**src/rtl/rf_pkg.sv**
```systemverilog
// ---------------------------------------------------------------------------
// rf_pkg
// Shared constants and small types for the register-file read side.
//   RF_ADDR_WIDTH  default address width (storage depth = 2**RF_ADDR_WIDTH)
//   RF_DATA_WIDTH  default data word width
//   RSP_DEPTH      number of words the response buffer can hold
// ---------------------------------------------------------------------------
package rf_pkg;

    localparam int RF_ADDR_WIDTH = 4;
    localparam int RF_DATA_WIDTH = 8;
    localparam int RSP_DEPTH     = 2;

    // Occupancy counter for the response buffer; wide enough to hold RSP_DEPTH
    // plus the stage-1 word.
    typedef logic [1:0] rsp_cnt_t;

    // Buffer pointers wrap modulo 2, so advancing one is a simple inversion.
    function automatic logic rsp_ptr_next(input logic ptr);
        return ~ptr;
    endfunction

endpackage

```
**src/rtl/rf_read_port_if.sv**
```systemverilog
// ---------------------------------------------------------------------------
// rf_read_port_if
// Request/response bundle between a read requester and rf_read_port.
//   req_valid/req_ready/req_addr   read request channel
//   rsp_valid/rsp_ready/rsp_data   read response channel
// Modports:
//   master  requester side (drives req_valid, req_addr, rsp_ready)
//   slave   rf_read_port side (drives req_ready, rsp_valid, rsp_data)
//
// Handshake rule for both channels: a transfer happens on a rising clk edge
// where valid && ready are both high. ready never depends on valid of the same
// channel. While valid is high and ready is low, the sender holds valid and its
// payload stable; after a transfer the sender may change the payload freely.
// ---------------------------------------------------------------------------
interface rf_read_port_if
    import rf_pkg::*;
#(
    parameter int ADDR_WIDTH = RF_ADDR_WIDTH,
    parameter int DATA_WIDTH = RF_DATA_WIDTH
) ();

    logic                  req_valid;
    logic                  req_ready;
    logic [ADDR_WIDTH-1:0] req_addr;
    logic                  rsp_valid;
    logic                  rsp_ready;
    logic [DATA_WIDTH-1:0] rsp_data;

    modport master (
        output req_valid,
        output req_addr,
        output rsp_ready,
        input  req_ready,
        input  rsp_valid,
        input  rsp_data
    );

    modport slave (
        input  req_valid,
        input  req_addr,
        input  rsp_ready,
        output req_ready,
        output rsp_valid,
        output rsp_data
    );

endinterface

```
**src/rtl/rf_rsp_fifo.sv**
```systemverilog
// ---------------------------------------------------------------------------
// rf_rsp_fifo
// Two-entry synchronous FIFO holding read responses until the consumer takes
// them. Head word is presented combinationally from registered storage.
//   clk        clock, all state on posedge
//   rst_n      asynchronous active-low reset (empties the FIFO, clears storage)
//   push       write push_data at the tail this cycle
//   push_data  word to enqueue
//   pop        drop the head word this cycle (caller guarantees count != 0)
//   head_data  current head word (0 after reset)
//   count      number of words held, 0..2
// ---------------------------------------------------------------------------
module rf_rsp_fifo
    import rf_pkg::*;
#(
    parameter int DATA_WIDTH = RF_DATA_WIDTH
) (
    input  logic                  clk,
    input  logic                  rst_n,
    input  logic                  push,
    input  logic [DATA_WIDTH-1:0] push_data,
    input  logic                  pop,
    output logic [DATA_WIDTH-1:0] head_data,
    output rsp_cnt_t              count
);

    logic [DATA_WIDTH-1:0] mem_q [RSP_DEPTH];
    logic                  wr_ptr_q;
    logic                  rd_ptr_q;
    rsp_cnt_t              count_q;

    always_ff @(posedge clk or negedge rst_n) begin
        if (!rst_n) begin
            for (int i = 0; i < RSP_DEPTH; i++) begin
                mem_q[i] <= '0;
            end
            wr_ptr_q <= 1'b0;
            rd_ptr_q <= 1'b0;
            count_q  <= '0;
        end else begin
            if (push) begin
                mem_q[wr_ptr_q] <= push_data;
                wr_ptr_q        <= rsp_ptr_next(wr_ptr_q);
            end
            if (pop) begin
                rd_ptr_q <= rsp_ptr_next(rd_ptr_q);
            end
            unique case ({push, pop})
                2'b10:   count_q <= count_q + 2'd1;
                2'b01:   count_q <= count_q - 2'd1;
                default: count_q <= count_q;
            endcase
        end
    end

    assign head_data = mem_q[rd_ptr_q];
    assign count     = count_q;

    // The top's request throttle keeps the buffer from ever overflowing.
    a_no_overflow: assert property (@(posedge clk) disable iff (!rst_n)
        !(push && !pop && (count_q == 2'(RSP_DEPTH))));

    a_no_underflow: assert property (@(posedge clk) disable iff (!rst_n)
        !(pop && (count_q == 2'd0)));

endmodule

```
**src/rtl/rf_read_port.sv**
```systemverilog
// ---------------------------------------------------------------------------
// rf_read_port
// Read side of the write-only register file. Accepts read requests, issues a
// synchronous storage read, and returns the word on a response channel through
// a 2-entry buffer. The register-file write port is snooped so a read accepted
// in the same cycle as a write to the same address returns the new data.
//   clk        clock, all state on posedge
//   rst_n      asynchronous active-low reset; drops all in-flight reads
//   rd         request/response bundle (slave side)
//   mem_ren    storage read enable, high exactly on an accepted request
//   mem_raddr  storage read address (follows req_addr)
//   mem_rdata  storage read data, valid the cycle after mem_ren
//   wen        snooped register-file write enable
//   waddr      snooped write address
//   wdata      snooped write data
// ---------------------------------------------------------------------------
module rf_read_port
    import rf_pkg::*;
#(
    parameter int ADDR_WIDTH = RF_ADDR_WIDTH,
    parameter int DATA_WIDTH = RF_DATA_WIDTH
) (
    input  logic                  clk,
    input  logic                  rst_n,
    rf_read_port_if.slave         rd,
    output logic                  mem_ren,
    output logic [ADDR_WIDTH-1:0] mem_raddr,
    input  logic [DATA_WIDTH-1:0] mem_rdata,
    input  logic                  wen,
    input  logic [ADDR_WIDTH-1:0] waddr,
    input  logic [DATA_WIDTH-1:0] wdata
);

    logic                  out_of_reset_q;
    logic                  s1_valid_q;
    logic                  s1_fwd_q;
    logic [DATA_WIDTH-1:0] s1_wdata_q;

    logic                  accept;
    logic                  fwd_hit;
    logic                  pop;
    logic                  push;
    logic [DATA_WIDTH-1:0] push_data;
    logic [DATA_WIDTH-1:0] head_data;
    rsp_cnt_t              count;
    rsp_cnt_t              occupancy;

    // Words committed to the response path (buffer + stage 1), not counting a
    // word the consumer takes this cycle. Counting that departing word would
    // stall the pipeline every other cycle even with rsp_ready held high.
    always_comb begin
        occupancy = count + {1'b0, s1_valid_q} - {1'b0, pop};
    end

    assign pop          = (count != 2'd0) && rd.rsp_ready;
    assign rd.req_ready = out_of_reset_q && (occupancy < 2'(RSP_DEPTH));
    assign accept       = rd.req_valid && rd.req_ready;
    assign fwd_hit      = accept && wen && (waddr == rd.req_addr);

    assign mem_ren      = accept;
    assign mem_raddr    = rd.req_addr;

    // Storage is read-first, so a same-cycle write is only visible through the
    // latched snoop data. Writes after the accept cycle are never merged.
    assign push         = s1_valid_q;
    assign push_data    = s1_fwd_q ? s1_wdata_q : mem_rdata;

    assign rd.rsp_valid = (count != 2'd0);
    assign rd.rsp_data  = head_data;

    always_ff @(posedge clk or negedge rst_n) begin
        if (!rst_n) begin
            out_of_reset_q <= 1'b0;
            s1_valid_q     <= 1'b0;
            s1_fwd_q       <= 1'b0;
            s1_wdata_q     <= '0;
        end else begin
            out_of_reset_q <= 1'b1;
            s1_valid_q     <= accept;
            s1_fwd_q       <= fwd_hit;
            if (fwd_hit) begin
                s1_wdata_q <= wdata;
            end
        end
    end

    rf_rsp_fifo #(
        .DATA_WIDTH (DATA_WIDTH)
    ) u_rsp_fifo (
        .clk       (clk),
        .rst_n     (rst_n),
        .push      (push),
        .push_data (push_data),
        .pop       (pop),
        .head_data (head_data),
        .count     (count)
    );

endmodule
```
**src/flat_wrapper.sv**
```systemverilog
// flat-port wrapper written by rule: the top's interface ports become plain ports
module rf_read_port_flat import rf_pkg::*;
#(
    parameter int ADDR_WIDTH = RF_ADDR_WIDTH,
    parameter int DATA_WIDTH = RF_DATA_WIDTH
)
  (clk, rst_n, mem_ren, mem_raddr, mem_rdata, wen, waddr, wdata, rd_req_valid, rd_req_addr, rd_rsp_ready, rd_req_ready, rd_rsp_valid, rd_rsp_data);
  rf_read_port_if #(.ADDR_WIDTH(ADDR_WIDTH), .DATA_WIDTH(DATA_WIDTH)) rd_i ();
  input  logic clk;
  input  logic rst_n;
  output logic mem_ren;
  output logic [ADDR_WIDTH-1:0] mem_raddr;
  input  logic [DATA_WIDTH-1:0] mem_rdata;
  input  logic wen;
  input  logic [ADDR_WIDTH-1:0] waddr;
  input  logic [DATA_WIDTH-1:0] wdata;
  input wire logic [$bits(rd_i.req_valid)-1:0] rd_req_valid;
  input wire logic [$bits(rd_i.req_addr)-1:0] rd_req_addr;
  input wire logic [$bits(rd_i.rsp_ready)-1:0] rd_rsp_ready;
  output wire logic [$bits(rd_i.req_ready)-1:0] rd_req_ready;
  output wire logic [$bits(rd_i.rsp_valid)-1:0] rd_rsp_valid;
  output wire logic [$bits(rd_i.rsp_data)-1:0] rd_rsp_data;
  assign rd_i.req_valid = rd_req_valid;
  assign rd_i.req_addr = rd_req_addr;
  assign rd_i.rsp_ready = rd_rsp_ready;
  assign rd_req_ready = rd_i.req_ready;
  assign rd_rsp_valid = rd_i.rsp_valid;
  assign rd_rsp_data = rd_i.rsp_data;
  rf_read_port #(.ADDR_WIDTH(ADDR_WIDTH), .DATA_WIDTH(DATA_WIDTH)) u_core (.clk(clk), .rst_n(rst_n), .rd(rd_i), .mem_ren(mem_ren), .mem_raddr(mem_raddr), .mem_rdata(mem_rdata), .wen(wen), .waddr(waddr), .wdata(wdata));
endmodule
```
**config.mk**
```make
export PLATFORM = sky130hd
export DESIGN_NAME = rf_read_port_flat
export DESIGN_NICKNAME = d
export VERILOG_FILES = /design/src/rtl/rf_pkg.sv /design/src/rtl/rf_read_port_if.sv /design/src/rtl/rf_rsp_fifo.sv /design/src/rtl/rf_read_port.sv /design/src/flat_wrapper.sv
export SDC_FILE = /design/constraint.sdc
export NUM_CORES = 1
export LEC_CHECK = 0
export BUFFER_PORTS_ARGS = -buffer_cell sky130_fd_sc_hd__buf_2
export CAP_MARGIN = 20
export CORE_ASPECT_RATIO = 1.2
export CORE_MARGIN = 2
export CORE_UTILIZATION = 45
export CTS_CLUSTER_SIZE = 12
export DETAILED_ROUTE_END_ITERATION = 12
export PLACE_DENSITY = 0.74
export SETUP_SLACK_MARGIN = 0.02
export SLEW_MARGIN = 5
export SYNTH_ARGS = -nofsm -noshare
export SYNTH_HDL_FRONTEND = slang
export SYNTH_SLANG_ARGS = --single-unit
```
**constraint.sdc**
```tcl
create_clock -name clk -period 2.4 [get_ports clk]
set_input_delay 0.36 -clock clk [delete_from_list [all_inputs] [get_ports clk]]
set_output_delay 0.36 -clock clk [all_outputs]
set_load 0.005 [all_outputs]
```
# Yosys cells after proc, flatten, opt, wreduce, memory -nomap -nowiden
# Index checks and enable logic that the tools add are counted.
[word_totals]
reg_bits = 31
[op_classes]
n_lt_le_gt_ge = 4
eq_ne = 3
bitwise_logic = 4
n_mux = 8
add_sub_neg = 4
reduce_logical = 8
[ops]
columns = ["op", "count"]
rows = [
  ["two-way mux 8 bit", 5],
  ["bitwise mux 16 bit", 1],
  ["demux 8 bit (select 1 bit)", 1],
  ["logical AND 1 bit", 6],
  ["== test 4 bit", 1],
  [">= comparator 2 bit, second input constant", 2],
  ["NOT 1 -> 2 bit", 2],
  ["one-hot mux 2 bit (2 select lines)", 1],
  ["nonzero test 2 bit", 2],
  ["adder 2 x 1 -> 2 bit", 1],
  ["adder 2 x 1 -> 2 bit, second input constant", 1],
  ["== test 2 x 1 -> 1 bit, second input constant", 1],
  ["== test 2 bit, second input constant", 1],
  ["less-than comparator 2 x 1 -> 1 bit, second input constant", 1],
  ["less-than comparator 2 bit, second input constant", 1],
  ["NOT 1 bit", 2],
  ["subtractor 2 x 1 -> 2 bit", 1],
  ["subtractor 2 x 1 -> 2 bit, second input constant", 1],
]

# Depth between registers and ports, before layout
# Gate-level depths: netlist of the first run.
[logic_depth]
ltp_word = 8
ltp_mapped = 8

# Hierarchy
# From an unflattened synthesis of the first run, not the netlist that was laid out.
[hier_totals]
cells_unflattened = 108
hier_area_um2 = 1531.5
[by_module_without_submodules]
columns = ["module", "instances", "area_per_inst_um2", "seq_area_each_um2", "cells_each"]
rows = [
  ["rf_rsp_fifo", 1, 857.1, 500.5, 55],
  ["rf_read_port", 1, 674.4, 275.3, 53],
]

# Least setup slack after synthesis of the first run
# OpenSTA, ideal clock, no wires.
[synth_timing]
kind = "register -> register"
startpoint = "register u_core.u_rsp_fifo.count_q[1] (netlist: u_core.u_rsp_fifo.count[1])"
endpoint = "register u_core.s1_wdata_q[0]"
arrival_time_ns = 2.142
synth_period_minus_slack_ns = 2.267
path_stages_with_launch = 9
setup_slack_ns = 0.133
n_path_buf = 1
setup_time_ns = 0.125
path_cell_list = "dfrtp_1 > or2_2 > and2_1 > ha_1 > nor2b_1 > xnor2_1 > and4_1 > buf_6 > mux2_4"
[synth_via]
elab_chain_len = 8
word_cells_on_any_way = 9
[synth_lines]
columns = ["element", "line_no", "text"]
rows = [
  ["from (decl)", "rf_rsp_fifo.sv:30", "rsp_cnt_t count_q;"],
  ["from (signal assigned)", "rf_rsp_fifo.sv:49", "2'b10: count_q <= count_q + 2'd1;"],
  ["from (signal assigned)", "rf_rsp_fifo.sv:50", "2'b01: count_q <= count_q - 2'd1;"],
  ["from (signal assigned)", "rf_rsp_fifo.sv:51", "default: count_q <= count_q;"],
  ["nonzero test 2 bit", "-", ""],
  ["named net rd_rsp_valid", "flat_wrapper.sv:21", "output wire logic [$bits(rd_i.rsp_valid)-1:0] rd_rsp_valid;"],
  ["logical AND 1 bit", "rf_read_port.sv:55", "assign pop = (count != 2'd0) && rd.rsp_ready;"],
  ["named net u_core.pop", "rf_read_port.sv:41", "logic pop;"],
  ["subtractor 2 x 1 -> 2 bit", "rf_read_port.sv:52", "occupancy = count + {1'b0, s1_valid_q} - {1'b0, pop};"],
  ["less-than comparator 2 bit", "rf_read_port.sv:56", "assign rd.req_ready = out_of_reset_q && (occupancy < 2'(RSP_DEPTH));"],
  ["logical AND 1 bit", "rf_read_port.sv:56", ""],
  ["logical AND 1 bit", "rf_read_port.sv:57", "assign accept = rd.req_valid && rd.req_ready;"],
  ["logical AND 1 bit (2 in series)", "rf_read_port.sv:58", "assign fwd_hit = accept && wen && (waddr == rd.req_addr);"],
  ["named net u_core.fwd_hit", "rf_read_port.sv:40", "logic fwd_hit;"],
  ["to (signal assigned)", "rf_read_port.sv:82", "s1_wdata_q <= wdata;"],
  ["to (decl)", "rf_read_port.sv:37", "logic [DATA_WIDTH-1:0] s1_wdata_q;"],
]
# The timed path passes the listed nets, and every way through them passes these cells.
# A chain may end at the register's enable or synchronous reset.

# Worst setup path in the final report of the first run
[layout_timing]
startpoint = "register u_core.u_rsp_fifo.count_q[0] (netlist: u_core.u_rsp_fifo.count[0])"
endpoint = "output port mem_ren"
[layout_via]
elab_chain_len = 6
word_cells_on_any_way = 7
[layout_lines]
columns = ["element", "line_no", "text"]
rows = [
  ["nonzero test 2 bit", "rf_read_port.sv:55", ""],
  ["logical AND 1 bit", "rf_read_port.sv:55", ""],
  ["named net u_core.pop", "rf_read_port.sv:41", ""],
  ["subtractor 2 x 1 -> 2 bit", "rf_read_port.sv:52", ""],
  ["less-than comparator 2 bit", "rf_read_port.sv:56", ""],
  ["logical AND 1 bit", "rf_read_port.sv:56", ""],
  ["logical AND 1 bit", "rf_read_port.sv:57", ""],
  ["to (decl)", "flat_wrapper.sv:11", "output logic mem_ren;"],
]
# The timed path passes the listed nets, and every way through them passes these cells.

==> parameters.txt, run 1 <==
Parameter                              Value

Status
  Result of the run    finished, final reports clean

Timing
  Measured slew at the worst slew-check pin    0.654 ns
  Peak clock frequency supported by timing    431 MHz
  Final setup violation count    0
  Sum Neg Setup Slack    0 ns
  Max Slew Vio Count    0
  Worst clock skew    0.00460 ns
  Count of final hold-check violations    0
  Clock period minus final worst setup slack    2.32 ns
  RSZ-0062 raised after global routing    false
  Headroom to the max-slew limit    56.4%
  Post-route clock period utilization    96.8%

CTS
  Clock Tree Buf Depth    2
  Clock transition at the registers of the reported paths    0.09 ns
  Count of hold-fix buffers inserted at cts    0
  Maximum level of the CTS H-tree    2
  Clk sinks    31
  Root buf cell    sky130_fd_sc_hd__clkbuf_4
  Number of buffers created by CTS    5
  Worst-skew pair later-pin latency    0.34 ns
  Clock tree from TritonCTS    yes

Logic synthesis
  Cell variety after synth    25
  Simple-Gate Fraction of Synth Area    8.88%
  Multiplexer area fraction after synthesis    19.8%
  Sequential fraction of the synthesis area    52.9%
  Synthesized-area fraction occupied by xor and xnor cells    6.58%
  Combinational family with the most area after synthesis    multiplexers
  Compound-gate portion of the synthesized area    5.47%
  Adder-cell share of the synthesized area    1.71%
  Yosys warnings    0
  Mean area per synthesized cell    11.9 µm²
  Summed instance area of the synthesized netlist    1470 µm²
  Synthesized net count    154
  Synth Instances    123
  Count of state elements after synthesis    31

Floorplanning
  Die area    3730 µm²
  Number of standard-cell rows in the floorplan    22
  Number of top-level design ports    44
  Area of the core    3080 µm²
  Die height    66.5 µm
  Die outline width    56.1 µm
  Initial core utilization    47.5%

Power
  Power per unit of standard cell area    1200 nW/µm²
  Peak supply drop    0.000849 V
  Static leakage power    0.888 nW
  Total design power    2.24 mW

Placed design
  Area post-placement    1700 µm²
  Number of input and output port buffers inserted    43
  DP Cell Count    195
  Final weighted congestion of routability-driven global placement    0.754
  HPWL after detailed placement    2.00 mm

Hold path
  Path type of the worst min-delay path    primary input to async pin

Global route
  GRT Total Usage    16.1%
  Global routing usage on met3    6.41%
  Number of antenna violations at the first check in global routing    0
  Grt peak-use layer    met2
  Pin count of the biggest net entering global routing    32
  Via count of the first global-routing pass    1,020
  Grt total ovfl    0
  GR Util met1    15.9%
  First-pass GRT wire length    4.36 mm
  Met2 layer usage reported by global route    28.4%

Worst setup path
  Reg2Reg Capture Point    u_core.s1_wdata_q[5]
  Required time at the worst-slack endpoint    2.04 ns
  Number of cells traversed by the worst register-to-register path    8
  Largest incremental delay on the critical path    0.41 ns
  Worst Path Buf+Inv    1
  Type of origin of the critical path    flop
  Critical-path maximum fanout    3
  Register-to-register setup slack    0.25 ns
  Worst-path cell chain    or2_4 -> and2_4 -> ha_4 -> nor2b_4 -> xnor2_2 -> and3_4 -> buf_6
  Crit end category    primary output
  Startpoint of the lowest-slack register-to-register path    u_core.u_rsp_fifo.count[0]
  Slowest stage cell on the critical path    sky130_fd_sc_hd__dfrtp_1
  Top cell family by delay on the critical path    simple AND/OR/NAND/NOR gates
  Critical path type    flop to primary output
  Arrival time worst endpoint    1.96 ns

Run
  MaxCap Viol Count    0

Detailed routing
  Vias/cell    4.91
  Via count    1,012
  DRC errors left    0
  Length of the first detailed-routing pass in iterations    4
  Drt wl/cell    13.1 µm
  Final WL    2.70 mm
  Antenna violation net count after detailed routing    0
  First-iteration detailed-routing DRC count    4

Cells and area
  Ant. Diodes    0
  Layout overhead on the synthesized area    27.8%
  Fraction of final layout cells sized beyond drive strength 1    48.2%
  Post-layout instance count excluding filler cells    206
  Final design instance area without fill    1870 µm²
  Fin nets    200
  Commonest cells after routing, fill and taps aside    sky130_fd_sc_hd__buf_2 (42), sky130_fd_sc_hd__dfrtp_1 (31), sky130_fd_sc_hd__nor2_1 (9)
  Final Core Density    60.7%
  Leading cell type in the layout, fill and taps excluded    sky130_fd_sc_hd__buf_2
[worst max-delay path by stage]
stage | end | depth (start not counted) | startpoint
final | mem_ren | 7 | u_core.u_rsp_fifo.count[0]
after floorplan | u_core.s1_wdata_q[0] | 8 | u_core.u_rsp_fifo.count[1]
after detailed placement | u_core.s1_wdata_q[5] | 8 | u_core.u_rsp_fifo.count[1]
after CTS | mem_ren | 7 | u_core.u_rsp_fifo.count[1]
after global routing | mem_ren | 7 | u_core.u_rsp_fifo.count[0]
after global placement | u_core.s1_wdata_q[6] | 8 | u_core.u_rsp_fifo.count[1]
[synthesized netlist by cell type]
| cell | number | share of area, % |
|---|---|---|
| sky130_fd_sc_hd__a21oi_1 | 8 | 2.7 |
| sky130_fd_sc_hd__and2_1 | 2 | 0.85 |
| sky130_fd_sc_hd__and2_2 | 1 | 0.51 |
| sky130_fd_sc_hd__and3_1 | 1 | 0.43 |
| sky130_fd_sc_hd__and3_2 | 1 | 0.51 |
| sky130_fd_sc_hd__and4_1 | 1 | 0.60 |
| sky130_fd_sc_hd__buf_4 | 4 | 2.0 |
| sky130_fd_sc_hd__buf_6 | 1 | 0.77 |
| sky130_fd_sc_hd__clkbuf_1 | 5 | 1.3 |
| sky130_fd_sc_hd__conb_1 | 1 | 0.26 |
| sky130_fd_sc_hd__dfrtp_1 | 31 | 53 |
| sky130_fd_sc_hd__ha_1 | 2 | 1.7 |
| sky130_fd_sc_hd__inv_1 | 1 | 0.26 |
| sky130_fd_sc_hd__mux2_2 | 8 | 6.1 |
| sky130_fd_sc_hd__mux2_4 | 8 | 8.2 |
| sky130_fd_sc_hd__mux2i_1 | 8 | 5.5 |
| sky130_fd_sc_hd__nand2_1 | 8 | 2.0 |
| sky130_fd_sc_hd__nand2b_1 | 1 | 0.43 |
| sky130_fd_sc_hd__nor2_1 | 9 | 2.3 |
| sky130_fd_sc_hd__nor2b_1 | 1 | 0.43 |
| sky130_fd_sc_hd__nor3_1 | 1 | 0.34 |
| sky130_fd_sc_hd__o21ai_0 | 8 | 2.7 |
| sky130_fd_sc_hd__or2_2 | 1 | 0.43 |
| sky130_fd_sc_hd__xnor2_1 | 4 | 2.4 |
| sky130_fd_sc_hd__xor2_1 | 7 | 4.2 |
[metal layers]
| layer | part of all wire (%) | up-vias |
|---|---|---|
| li1 | - | 500 |
| met1 | 41 | 471 |
| met2 | 51 | 37 |
| met3 | 6.3 | 4 |
| met4 | 1.9 | 0 |
| met5 | 0 | - |
[worst reg2reg max path, delay by kind of cell, from the launching register on]
kind | cells | cell delay, ns
XOR/XNOR | 1 | 0.13
adder cells (fa/ha/maj) | 1 | 0.25
buffers and inverters | 1 | 0.15
flip-flops | 1 | 0.41
multiplexers | 1 | 0.29
AND/OR/NAND/NOR | 4 | 0.81
[where the power goes]
part	internal [mW]	total, mW	switching (mW)
sequential	0.741	0.886	0.145
combinational	0.553	0.932	0.379
clock	0.246	0.420	0.174
total	1.54	2.24	0.698
[kinds of logic after synthesis]
group / count (synthesis)
XOR/XNOR: 11
adder cells (fa/ha/maj): 2
other: 1
AND/OR/NAND/NOR: 27
buffers and inverters: 11
AO/OA/AOI/OAI: 16
flip-flops: 31
multiplexers: 24
[stage by stage]
| stage | worst slack (ns) | hold WS, ns |
|---|---|---|
| floorplan | 0.133 | 0.0644 |
| CTS | 0.0301 | 0.0461 |
| finish | 0.0775 | 0.0424 |
| global placement | 0.120 | 0.415 |
| detailed placement | 0.0535 | 0.425 |
| global route | 0.00717 | 0.0776 |
[flip-flops by register name, indices dropped and copies added (netlist names)]
name and flops:
u_core.u_rsp_fifo.count 2, u_core.u_rsp_fifo.mem_q 16, u_core.s1_fwd_q 1, u_core.u_rsp_fifo.rd_ptr_q 1, u_core.out_of_reset_q 1, u_core.u_rsp_fifo.wr_ptr_q 1
u_core.s1_wdata_q 8, u_core.push 1
[area by class of cell]
| cell class | instances | area, µm² |
|---|---|---|
| fill | 267 | 1210 |
| sequential | 31 | 776 |
| multi-input combinational | 81 | 682 |
| timing repair buffer | 49 | 279 |
| clock buffer | 6 | 51.3 |
| tap | 36 | 45.0 |
| clock inverter | 2 | 35.0 |
| inverter | 1 | 3.75 |
[what timing repair did]
item | CTS | global route
setup endpoints to repair | 2 | 2
gates resized for setup | 7 | 5
setup buffers | 2 | 1
pin swaps | 4 | 3
hold endpoints to repair | 0 | 0
cloned | 0 | 0
(Power assumes the default switching activity.)
==> run 2: changes to the inputs <==
--- a/config.mk
+++ b/config.mk
@@ -10,6 +10,7 @@
 export CORE_ASPECT_RATIO = 1.2
 export CORE_MARGIN = 2
 export CORE_UTILIZATION = 45
+export CTS_BUF_LIST = sky130_fd_sc_hd__clkbuf_16
 export CTS_CLUSTER_SIZE = 12
 export DETAILED_ROUTE_END_ITERATION = 12
 export PLACE_DENSITY = 0.74
==> parameters.txt, run 2 (synthesis results as in run 1) <==
Parameter                              Value

Power
  NetSw    0.709 mW
  Power Internal    1.73 mW
  Static leakage power    0.906 nW
  Switching portion of total power    29.1%
  Peak supply drop    0.000975 V
  Combinational power share    35.2%
  Sequential group share of total power    36.4%
  Clock share of power    28.5%
  Total design power    2.44 mW
  Power per unit of standard cell area    1270 nW/µm²

Placed design
  Final weighted congestion of routability-driven global placement    0.754
  HPWL after detailed placement    2.00 mm
  DP Cell Count    195
  Number of input and output port buffers inserted    43
  Area post-placement    1700 µm²

Timing
  Worst clock skew    0.00333 ns
  Max Slew Vio Count    0
  Clock period minus final worst setup slack    2.29 ns
  Measured slew at the worst slew-check pin    0.671 ns
  Final setup violation count    0
  Worst hold margin    0.117 ns
  Headroom to the max-slew limit    55.3%
  Count of final hold-check violations    0
  Sum Neg Setup Slack    0 ns
  Peak clock frequency supported by timing    437 MHz
  RSZ-0062 raised after global routing    false
  Post-route clock period utilization    95.3%

Worst setup path
  Critical path type    flop to primary output
  Type of origin of the critical path    flop
  Crit end category    primary output
  Required time at the worst-slack endpoint    2.04 ns
  Critical-path maximum fanout    3
  Arrival time worst endpoint    1.93 ns

Floorplanning
  Number of top-level design ports    44
  Initial core utilization    47.5%
  Die outline width    56.1 µm
  Area of the core    3080 µm²
  Die area    3730 µm²
  Number of standard-cell rows in the floorplan    22
  Die height    66.5 µm

CTS
  Clock tree from TritonCTS    yes
  Root buf cell    sky130_fd_sc_hd__clkbuf_16
  Maximum level of the CTS H-tree    2
  Clock transition at the registers of the reported paths    0.05 ns
  Number of buffers created by CTS    5
  Worst-skew pair later-pin latency    0.28 ns
  Clock Tree Buf Depth    2
  Clk sinks    31

Global route
  Grt total ovfl    0
  GRT Total Usage    16.2%
  Number of antenna violations at the first check in global routing    0
  Via count of the first global-routing pass    1,025
  Pin count of the biggest net entering global routing    32
  First-pass GRT wire length    4.38 mm

Detailed routing
  Vias/cell    4.89
  Via count    1,002
  Length of the first detailed-routing pass in iterations    4
  Final WL    2.65 mm
  First-iteration detailed-routing DRC count    3
  Antenna violation net count after detailed routing    0
  Drt wl/cell    12.9 µm
  DRC errors left    0

Cells and area
  Commonest cells after routing, fill and taps aside    sky130_fd_sc_hd__buf_2 (43), sky130_fd_sc_hd__dfrtp_1 (31), sky130_fd_sc_hd__nor2_1 (9)
  Post-layout instance count excluding filler cells    205
  Max reg flops    16
  Biggest register    u_core.u_rsp_fifo.mem_q
  Fin nets    199
  Final design instance area without fill    1920 µm²
  Fraction of final layout cells sized beyond drive strength 1    46.2%
  Leading cell type in the layout, fill and taps excluded    sky130_fd_sc_hd__buf_2
  Layout overhead on the synthesized area    30.7%
  Ant. Diodes    0

Status
  Result of the run    finished, final reports clean

Run
  MaxCap Viol Count    0

Hold path
  Path type of the worst min-delay path    primary input to async pin
run 2: cell count changes in the layout (fill, tap and decap cells not counted), sizes merged:
cell,change
buf,-1
clkbuf,-1
clkinv,+1
run 2: power by group through the flow:
stage               sequential [mW]  combinational (mW)  clock (mW)
floorplan                     0.839               0.564           0
global placement              0.881               0.761           0
detailed placement            0.896               0.791           0
CTS                           0.889               0.829       0.706
global route                  0.918               0.957       0.734
finish                        0.888               0.858       0.694
run 2: per-stage QoR:
step	setup WS (ns)	utilization, %
global placement	0.120	55.2
floorplan	0.133	-
CTS	0.0219	61.1
global route	0.0160	62.1
detailed placement	0.0535	55.2
finish	0.114	62.1
run 2: what timing repair did:
action	CTS	global route
endpoints found under the setup margin	2	2
resized for setup	4	4
hold buffers	0	0
gates cloned	0	0
buffers inserted	0	2
pin swaps	1	3
run 2: layout make-up:
type,count,area (µm²)
fill,261,1170
sequential,31,776
multi-input combinational,81,662
timing repair buffer,48,265
clock buffer,5,125
tap,36,45.0
clock inverter,3,38.8
inverter,1,3.75
run 2: worst paths after layout:
kind                                              from                          end  slack (ns)  depth (start not counted)
max in group asynchronous                        rst_n         u_core.s1_wdata_q[0]        1.85                          1
min in group clk                              wdata[3]         u_core.s1_wdata_q[3]        0.31                          2
hold reg to reg            u_core.u_rsp_fifo.mem_q[12]  u_core.u_rsp_fifo.mem_q[12]        0.47                          2
setup / recovery            u_core.u_rsp_fifo.count[1]                      mem_ren        0.11                          7
setup reg to reg            u_core.u_rsp_fifo.count[1]         u_core.s1_wdata_q[5]        0.25                          8
hold / removal                                   rst_n   u_core.u_rsp_fifo.count[1]        0.12                          1
run 2: layer usage:
layer	global-route usage (%)	share of wire, %
met3	6.99	6.5
met2	27.4	48
met4	10.7	2.9
met1	16.3	42
met5	0	0
run 2: worst max-delay path, stage by stage, from the launching register on:
cell,delay (ns)
sky130_fd_sc_hd__dfrtp_1,0.38
sky130_fd_sc_hd__or2_4,0.25
sky130_fd_sc_hd__and2_4,0.16
sky130_fd_sc_hd__ha_4,0.28
sky130_fd_sc_hd__nor2b_2,0.04
sky130_fd_sc_hd__xnor2_1,0.21
sky130_fd_sc_hd__and3_4,0.22
sky130_fd_sc_hd__buf_2,0.10
==> run 3: changes to the inputs <==
--- a/config.mk
+++ b/config.mk
@@ -5,15 +5,16 @@
 export SDC_FILE = /design/constraint.sdc
 export NUM_CORES = 1
 export LEC_CHECK = 0
+export ABC_AREA = 1
 export BUFFER_PORTS_ARGS = -buffer_cell sky130_fd_sc_hd__buf_2
 export CAP_MARGIN = 20
 export CORE_ASPECT_RATIO = 1.2
 export CORE_MARGIN = 2
-export CORE_UTILIZATION = 45
+export CORE_UTILIZATION = 47
 export CTS_BUF_LIST = sky130_fd_sc_hd__clkbuf_16
 export CTS_CLUSTER_SIZE = 12
 export DETAILED_ROUTE_END_ITERATION = 12
-export PLACE_DENSITY = 0.74
+export PLACE_DENSITY = 0.75
 export SETUP_SLACK_MARGIN = 0.02
 export SLEW_MARGIN = 5
 export SYNTH_ARGS = -nofsm -noshare
==> parameters.txt, run 3 <==
Parameter                              Value

Run
  MaxCap Viol Count    0

Logic synthesis
  Primary flip-flop cell chosen by synthesis mapping    sky130_fd_sc_hd__dfrtp_1
  Mean area per synthesized cell    8.00 µm²
  Leading post-synthesis cells by instance count    sky130_fd_sc_hd__nand2_1 (59), sky130_fd_sc_hd__dfrtp_1 (31), sky130_fd_sc_hd__inv_1 (26), sky130_fd_sc_hd__o21ai_0 (17), sky130_fd_sc_hd__nor2_1 (13)
  Summed instance area of the synthesized netlist    1670 µm²
  Synth Instances    209
  Proportion of register bits with asynchronous set or reset after synthesis    100%
  Cell variety after synth    23
  Area share of the largest cell type after synthesis    46.4%
  Synthesized net count    240
  Largest cells by area after synthesis    sky130_fd_sc_hd__dfrtp_1 (46%), sky130_fd_sc_hd__nand2_1 (13%), sky130_fd_sc_hd__inv_1 (5.8%)
  Sequential fraction of the synthesis area    46.4%
  Most frequently used cell type in the post-synthesis netlist    sky130_fd_sc_hd__nand2_1
  Yosys warnings    0
  Leading area contributor after synthesis    sky130_fd_sc_hd__dfrtp_1
  Count of state elements after synthesis    31
  Number of enable flip-flop cells after synthesis    0

Detailed routing
  Final WL    3.13 mm
  Antenna violation net count after detailed routing    0
  DRC errors left    0
  First-iteration detailed-routing DRC count    48
  Via count    1,384
  Length of the first detailed-routing pass in iterations    4
  Vias/cell    4.76
  Drt wl/cell    10.8 µm

Power
  Peak supply drop    0.000682 V
  Total design power    2.49 mW
  Switching portion of total power    34.0%
  Clock share of power    27.8%
  Power per unit of standard cell area    1200 nW/µm²
  Static leakage power    1.12 nW
  Sequential group share of total power    36.1%
  NetSw    0.846 mW
  Power Internal    1.64 mW
  Combinational power share    36.1%

CTS
  Clk sinks    31
  Clock transition at the registers of the reported paths    0.05 ns
  Maximum level of the CTS H-tree    2
  Root buf cell    sky130_fd_sc_hd__clkbuf_16
  Clock tree from TritonCTS    yes
  Clock Tree Buf Depth    2
  Number of buffers created by CTS    5
  Worst-skew pair later-pin latency    0.27 ns

Worst setup path
  Number of cells traversed by the worst register-to-register path    12
  Worst-path cell chain    inv_2 -> nand2_1 -> nand2_1 -> inv_1 -> ha_4 -> nor2_4 -> nand3_1 -> nand3_4 -> nor2_8 -> buf_2
  Slowest stage cell on the critical path    sky130_fd_sc_hd__dfrtp_2
  Most common cell on crit path    sky130_fd_sc_hd__nand2_1
  Register-to-register setup slack    0.59 ns
  Crit end category    primary output
  Required time at the worst-slack endpoint    2.04 ns
  Type of origin of the critical path    flop
  Arrival time worst endpoint    1.87 ns
  Largest incremental delay on the critical path    0.43 ns
  Startpoint of the lowest-slack register-to-register path    u_core.u_rsp_fifo.count[0]
  Reg2Reg Capture Point    u_core.s1_wdata_q[0]
  Critical path type    flop to primary output
  Critical-path maximum fanout    7

Global route
  GRT Total Usage    17.2%
  Number of antenna violations at the first check in global routing    0
  Via count of the first global-routing pass    1,316
  First-pass GRT wire length    5.45 mm
  Pin count of the biggest net entering global routing    32
  Grt total ovfl    0

Floorplanning
  Die area    4050 µm²
  Initial core utilization    49.6%
  Number of top-level design ports    44
  Die height    69.3 µm
  Number of standard-cell rows in the floorplan    23
  Die outline width    58.4 µm
  Area of the core    3370 µm²

Cells and area
  Layout overhead on the synthesized area    24.4%
  Ant. Diodes    0
  Max reg flops    16
  Fraction of final layout cells sized beyond drive strength 1    29.9%
  Leading cell type in the layout, fill and taps excluded    sky130_fd_sc_hd__nand2_1
  Post-layout instance count excluding filler cells    291
  Biggest register    u_core.u_rsp_fifo.mem_q
  Filler Cell Count    315
  Fin nets    284
  Commonest cells after routing, fill and taps aside    sky130_fd_sc_hd__nand2_1 (59), sky130_fd_sc_hd__buf_2 (43), sky130_fd_sc_hd__dfrtp_1 (30)

Timing
  Final WS setup    0.168 ns
  RSZ-0062 raised after global routing    false
  Headroom to the max-slew limit    55.1%
  Measured slew at the worst slew-check pin    0.674 ns
  Count of final hold-check violations    0
  Max Slew Vio Count    0
  Sum Neg Setup Slack    0 ns
  Post-route clock period utilization    93.0%
  Worst clock skew    0.00551 ns
  Clock period minus final worst setup slack    2.23 ns
  Peak clock frequency supported by timing    448 MHz
  Final setup violation count    0

Placed design
  DP Cell Count    280
  Final weighted congestion of routability-driven global placement    0.746
  Number of input and output port buffers inserted    43
  HPWL after detailed placement    2.25 mm
  Pre-CTS setup slack    0.353 ns

Status
  Result of the run    finished, final reports clean

Hold path
  Path type of the worst min-delay path    primary input to async pin
## run 3: cell types whose count changed after synthesis, sizes merged, moves of 2 or more
cell,previous run,this run
nand2,8,65
nor2,9,18
xnor2,4,2
xor2,7,2
nand3,0,13
mux2i,8,0
clkbuf,5,2
and2,3,0
inv,1,32
buf,5,7
and3,2,0
o21bai,0,8
mux2,16,0
o21ai,8,17
## run 3: how the worst max path moves through the flow
stage	slack, ns	from	cells after the start	end
floorplan	0.57	u_core.u_rsp_fifo.count[0]	10	mem_ren
global placement	0.41	u_core.u_rsp_fifo.count[0]	11	mem_ren
detailed placement	0.35	u_core.u_rsp_fifo.count[0]	11	mem_ren
CTS	0.06	u_core.u_rsp_fifo.count[0]	11	mem_ren
global route	0.02	u_core.u_rsp_fifo.count[0]	12	mem_ren
finish	0.17	u_core.u_rsp_fifo.count[0]	10	mem_ren
## run 3: logic make-up after synthesis
group	Yosys count	share of synthesized area, %
compound gates	34	11.4
other cells	1	0.224
xor+xnor	4	2.10
flops	31	46.4
simple gates	96	27.8
fa+ha+maj	2	1.50
buf+inv	41	10.6
## run 3: timing repair
| item | CTS | global route |
|---|---|---|
| hold buffers | 0 | 0 |
| resized for setup | 0 | 3 |
| setup endpoints to repair | 0 | 2 |
| setup buffers | 0 | 3 |
## run 3: power groups by stage
stage	Combinational [mW]	Sequential, mW	Clock, mW
final	0.900	0.898	0.692
after global routing	1.04	0.928	0.727
after CTS	0.872	0.899	0.699
after detailed placement	0.858	0.906	0
after global placement	0.841	0.901	0
after floorplan	0.664	0.849	0
## run 3: worst max-delay path: cells and delay by family (launching register included)
kind	cells	cell delay, ns
flops	1	0.43
buf+inv	3	0.31
simple gates	6	0.56
fa+ha+maj	1	0.30
## run 3: area by class of cell
cell class	instances	area, µm²	share of cell area (%)
Timing Repair Buffer	46	238	11.4
Multi-Input combinational cell	137	734	35.3
Clock inverter	3	38.8	1.87
Clock buffer	5	125	6.02
Inverter	32	120	5.78
Sequential cell	31	777	37.4
Tap cell	37	46.3	2.23
## run 3: metrics by stage
step	instance area, µm²	util, %	hold slack, ns
6_report	2080	61.8	0.129
5_1_grt	2080	61.8	0.185
4_1_cts	2040	60.6	0.150
3_5_place_dp	1880	55.7	0.431
3_3_place_gp	1880	55.7	0.436
2_1_floorplan	1670	-	0.0644
## run 3: metal layers
metal	track usage (%)	wire [µm]
met1	21.3	1430
met2	28.3	1520
met3	4.48	149
met4	6.20	34
met5	0	0
